[src/rtl/alu_issue_stage.sv]
// Issue stage ahead of the 64-bit ALU: decodes the ALU control, resolves
// EX/MEM and MEM/WB forwarding, and holds the operands in a one-entry valid/ready register.
module alu_issue_stage #(
    parameter int WIDTH    = 64,
    parameter int REG_BITS = 5
) (
    input  logic                clock,
    input  logic                resetN,
    input  logic                inValid,
    output logic                inReady,
    input  logic [1:0]          aluOp,
    input  logic [2:0]          funct3,
    input  logic                funct7b5,
    input  logic                aluSrc,
    input  logic [REG_BITS-1:0] rs1,
    input  logic [REG_BITS-1:0] rs2,
    input  logic [REG_BITS-1:0] rd,
    input  logic [WIDTH-1:0]    rs1Data,
    input  logic [WIDTH-1:0]    rs2Data,
    input  logic [WIDTH-1:0]    immediate,
    input  logic                exMemRegWrite,
    input  logic                memWbRegWrite,
    input  logic [REG_BITS-1:0] exMemRd,
    input  logic [REG_BITS-1:0] memWbRd,
    input  logic [WIDTH-1:0]    exMemResult,
    input  logic [WIDTH-1:0]    memWbResult,
    input  logic                flush,
    output logic                outValid,
    input  logic                outReady,
    output logic [WIDTH-1:0]    input1,
    output logic [WIDTH-1:0]    input2,
    output logic [3:0]          aluControl,
    output logic [WIDTH-1:0]    storeData,
    output logic [REG_BITS-1:0] rdOut,
    output logic                illegalOp
);

    typedef enum logic {
        EMPTY = 1'b0,
        FULL  = 1'b1
    } state_e;

    typedef enum logic [3:0] {
        ALU_AND = 4'b0000,
        ALU_OR  = 4'b0001,
        ALU_ADD = 4'b0010,
        ALU_SUB = 4'b0110,
        ALU_BAD = 4'b1111
    } alu_ctrl_e;

    // Youngest matching producer wins; x0 is hardwired to zero and never forwarded.
    function automatic logic [WIDTH-1:0] forward(
        input logic [REG_BITS-1:0] rs,
        input logic [WIDTH-1:0]    rf_data,
        input logic                ex_we,
        input logic [REG_BITS-1:0] ex_rd,
        input logic [WIDTH-1:0]    ex_res,
        input logic                wb_we,
        input logic [REG_BITS-1:0] wb_rd,
        input logic [WIDTH-1:0]    wb_res
    );
        if (rs == '0)
            return rf_data;
        else if (ex_we && (ex_rd == rs))
            return ex_res;
        else if (wb_we && (wb_rd == rs))
            return wb_res;
        else
            return rf_data;
    endfunction

    state_e                state_q, state_d;
    logic [WIDTH-1:0]      input1_q, input2_q, store_q;
    alu_ctrl_e             ctrl_q;
    logic [REG_BITS-1:0]   rd_q;
    logic                  illegal_q;

    alu_ctrl_e             ctrl_d;
    logic                  illegal_d;
    logic [WIDTH-1:0]      fwd1, fwd2;
    logic                  capture;

    // Control decode
    // NOTE: every signal written in an always_comb gets a default first, so
    // no path through the case statements can infer a latch.
    always_comb begin
        ctrl_d    = ALU_BAD;
        illegal_d = 1'b0;
        unique case (aluOp)
            2'b00: ctrl_d = ALU_ADD;
            2'b01: ctrl_d = ALU_SUB;
            2'b10: begin
                unique case ({funct7b5, funct3})
                    4'b0_000: ctrl_d = ALU_ADD;
                    4'b1_000: ctrl_d = ALU_SUB;
                    4'b0_111: ctrl_d = ALU_AND;
                    4'b0_110: ctrl_d = ALU_OR;
                    default: begin
                        ctrl_d    = ALU_BAD;
                        illegal_d = 1'b1;
                    end
                endcase
            end
            default: begin
                ctrl_d    = ALU_BAD;
                illegal_d = 1'b1;
            end
        endcase
    end

    always_comb begin
        fwd1 = forward(rs1, rs1Data, exMemRegWrite, exMemRd, exMemResult,
                       memWbRegWrite, memWbRd, memWbResult);
        fwd2 = forward(rs2, rs2Data, exMemRegWrite, exMemRd, exMemResult,
                       memWbRegWrite, memWbRd, memWbResult);
    end

    assign inReady = (state_q == EMPTY) || outReady;
    assign capture = inValid && inReady && !flush;

    // Flush beats capture, capture beats drain (back-to-back with no bubble).
    always_comb begin
        state_d = state_q;
        if (flush)
            state_d = EMPTY;
        else if (capture)
            state_d = FULL;
        else if ((state_q == FULL) && outReady)
            state_d = EMPTY;
    end

    // NOTE: sequential state uses non-blocking assignments so every register
    // samples the pre-edge values regardless of statement order.
    always_ff @(posedge clock or negedge resetN) begin
        if (!resetN)
            state_q <= EMPTY;
        else
            state_q <= state_d;
    end

    // NOTE: the operand registers are reset too, because the ALU-facing outputs
    // must read zero after reset rather than whatever was last captured.
    always_ff @(posedge clock or negedge resetN) begin
        if (!resetN) begin
            input1_q  <= '0;
            input2_q  <= '0;
            store_q   <= '0;
            ctrl_q    <= ALU_AND;
            rd_q      <= '0;
            illegal_q <= 1'b0;
        end else if (capture) begin
            input1_q  <= fwd1;
            input2_q  <= aluSrc ? immediate : fwd2;
            store_q   <= fwd2;
            ctrl_q    <= ctrl_d;
            rd_q      <= rd;
            illegal_q <= illegal_d;
        end
    end

    assign outValid   = (state_q == FULL);
    assign input1     = input1_q;
    assign input2     = input2_q;
    assign storeData  = store_q;
    assign aluControl = ctrl_q;
    assign rdOut      = rd_q;
    assign illegalOp  = illegal_q;

endmodule

[config.mk]
export PLATFORM = sky130hd
export DESIGN_NAME = alu_issue_stage
export DESIGN_NICKNAME = d
export VERILOG_FILES = /design/src/rtl/alu_issue_stage.sv
export SDC_FILE = /design/constraint.sdc
export NUM_CORES = 1
export LEC_CHECK = 0
export BUFFER_PORTS_ARGS = -buffer_cell sky130_fd_sc_hd__buf_4
export CORE_AREA = 3 3 216 218
export DETAILED_ROUTE_END_ITERATION = 8
export DIE_AREA = 0 0 219 221
export PLACE_DENSITY = 0.51
export REMOVE_ABC_BUFFERS = 1
export SYNTH_ARGS = -nofsm -noshare
export SYNTH_HDL_FRONTEND = slang
export SYNTH_SLANG_ARGS = --single-unit
[constraint.sdc]
create_clock -name clock -period 4.3 [get_ports clock]
set_input_delay 0.86 -clock clock [delete_from_list [all_inputs] [get_ports clock]]
set_output_delay 0.86 -clock clock [all_outputs]
set_load 0.01 [all_outputs]
==> impl_metrics.tcl <==
set metrics [dict create \
    postCtsSetupBuffers 0 \
    outcome "complete, no violations" \
    pre_cts_ws_ns 0.8637 \
    cap_viol_max_count 0 \
    hold_violations 0 \
    rsz0062_at_grt "no" \
    nets 2091 \
    cts.sinks 203 \
    post_drt_via_cell_ratio 5.110 \
    synth_compound_area_share_pct 26.77 \
    drc_errors 0 \
    core_area_mm2 0.04509 \
    worst-r2r-cell-count 6 \
    synthMuxAreaShare_pct 0 \
    syn_area_mm2 0.01098 \
    path_clk_slew_ns 0.06 \
    critPathKind "in2reg" \
    worstMarginPinSlew_ns 0.9928 \
    cp.depth 8 \
    synth_top_family_by_area "compound AO/OA/AOI/OAI gates" \
    grt_pass1_vias 12653 \
    cts_tree "yes" \
    relSlewSlack_pct 33.81 \
    rows 78 \
    cp_slowest_cell "nand3_4" \
    synth_top_area_share_pct 46.27 \
    drv_slew 0 \
    vias 12019 \
    antenna_found_initial 3 \
    cts_resized 0 \
    grt_pass1_wl_mm 79.90 \
    yosys.area_share.xor_xnor_pct 1.356 \
    cp.arrival_ns 3.31 \
    cts.path.max_buffers 3 \
    drt_wl_total_mm 53.95 \
    peakVddDrop_v 0.0002958 \
    root_buffer "clkbuf_16" \
    hold_class "in2async" \
    max_freq_mhz 347.5 \
    worstPathRequired_ns 4.74 \
    fin_util_pct 36.72 \
    start_kind "primary input" \
    final_common_cell "buf_4" \
    end_kind "register" \
    setup_viol 0 \
    leakage_uw 0.008012 \
    drive_gt1_share_pct 38.72 \
    dp_cells 2304 \
    ant_nets 0 \
    path_cells "buf_4, xor2_1, nor4_1, nand3_4, a21boi_4, buf_4, nor2_1, o31ai_1" \
    chipHeight_um 221 \
    h-tree-depth 1 \
    pin_count 563 \
    critPathMaxFanout 33 \
    seq_area_frac_synth_pct 46.27 \
    yosysWarnings 0 \
    slowest_delay_ns 0.50 \
    synth_largest_area_cell "dfrtp_1" \
    die_area_mm2 0.04840 \
    final_cell_mix "buf_4 (582), dfrtp_1 (203), nor2_1 (197)" \
    synthSimpleGateAreaFrac_pct 18.48 \
    fp.dieW_um 219 \
    grt_usage_pct 21.28 \
    gp_congestion 0.8529 \
    worst_slack_ns 1.422 \
    initial_core_util_pct 24.35 \
    skew_ns 0.01406 \
    post_drt_wl_per_cell_um 22.94 \
    crit_buf_inv 2 \
    area_growth_pct 50.82 \
    synthCells 1230 \
    period_share_pct 66.92 \
    ctsHoldBuffers 0 \
    grt-ovfl-total 0 \
    powerDensity_mw_per_mm2 387.3 \
    hpwl_mm 38.25 \
    synthTopCellsByArea "dfrtp_1 (46%), o31ai_1 (8.8%), nor2_1 (6.8%)" \
    post-route-min-period_ns 2.878 \
    ys_ff_latch 203 \
    critPathTopFamily "simple AND/OR/NAND/NOR gates" \
    portBuffers 562 \
    yosysUniqueCellTypes 43 \
    firstDrtPassIters 5 \
    drt_iter0_markers 854 \
    cpMostUsedCell "buf_4" \
    clock_latency_ns 0.55 \
    numCtsBuffers 26 \
    synthAdderAreaFrac_pct 0 \
    syn_avg_cell_area_um2 8.925 \
    layoutNonFillerInstCount 2352 \
    grt_max_degree 112 \
]
power by group:
| group | leakage (uW) | switching, uW | internal (uW) |
|---|---|---|---|
| Combinational | 0.00515 | 850 | 867 |
| Clock | 0.000434 | 922 | 1350 |
| Sequential | 0.00242 | 196 | 2230 |
cell families after synthesis:
family                 Yosys count
AO/OA/AOI/OAI                  395
XOR/XNOR                        17
AND/OR/NAND/NOR                451
flip-flops                     203
buffers and inverters          164
cells in the mapped netlist (all sizes together):
cell type    n
nor3b        2
or4          1
nand2       83
nor2b        2
a221o        1
o221a       19
inv         50
or3          1
clkbuf      79
nor3        83
nand2b       3
xor2        14
a21boi       1
nor2       198
and3        65
o22ai       45
a222oi       1
a2111oi      1
nand4        1
a21o         3
nand4b       1
o21a        64
xnor2        3
dfrtp      203
nand3b       2
and2         1
a221oi      45
nor4         4
a31oi        1
o21ai       20
a21oi       66
nand3        3
o31ai      128
and4         1
buf         35
routing by layer:
| metal | track usage (%) | wire [um] |
|---|---|---|
| met5 | 0 | 27 |
| met4 | 7.046 | 1783 |
| met3 | 6.015 | 5019 |
| met1 | 25.99 | 21430 |
| met2 | 35.99 | 25690 |
layout make-up:
type,count,area (um^2)
timing repair buffer,588,4484
fill,4725,28530
antenna,1,2.502
inverter,50,187.7
clock buffer,37,763.2
sequential,203,5080
clock inverter,10,103.9
multi-input combinational,863,5185
tap,600,750.7
sequential cells by signal (all words and copies together), names as in the netlist:
name,count
outValid,1
rdOut,5
input1,64
illegalOp,1
aluControl,4
storeData,64
input2,64
per-stage QoR:
step / setup TNS [ns] / power (uW) / area, um^2 / hold slack, ns
floorplan: -975.41 / 3080 / 10380 / 0.5139
global placement: 0 / 4171 / 15690 / 0.4600
detailed placement: 0 / 4187 / 15690 / 0.4666
CTS: 0 / 6490 / 16550 / 0.4435
global route: 0 / 6726 / 16560 / 0.4613
finish: 0 / 6413 / 16560 / 0.3857
worst paths after layout:
path / from / endpoint / slack [ns]
setup / recovery: memWbRd[0] / input2[33] / 1.42
max in group asynchronous: resetN / storeData[30] / 2.83
hold / removal: resetN / input2[33] / 0.39
hold reg to reg: storeData[24] / storeData[24] / 0.48
min in group clock: storeData[24] / storeData[24] / 0.48
setup reg to reg: outValid / input1[46] / 1.79
worst register-to-register path: stages, from the launching register on:
cell	delay, ns
dfrtp_1	0.37
nor2b_1	0.16
nor3b_2	0.24
buf_12	0.33
and2_2	0.68
buf_4	0.43
a221oi_1	0.17
Power figures use the tool's default switching activity.
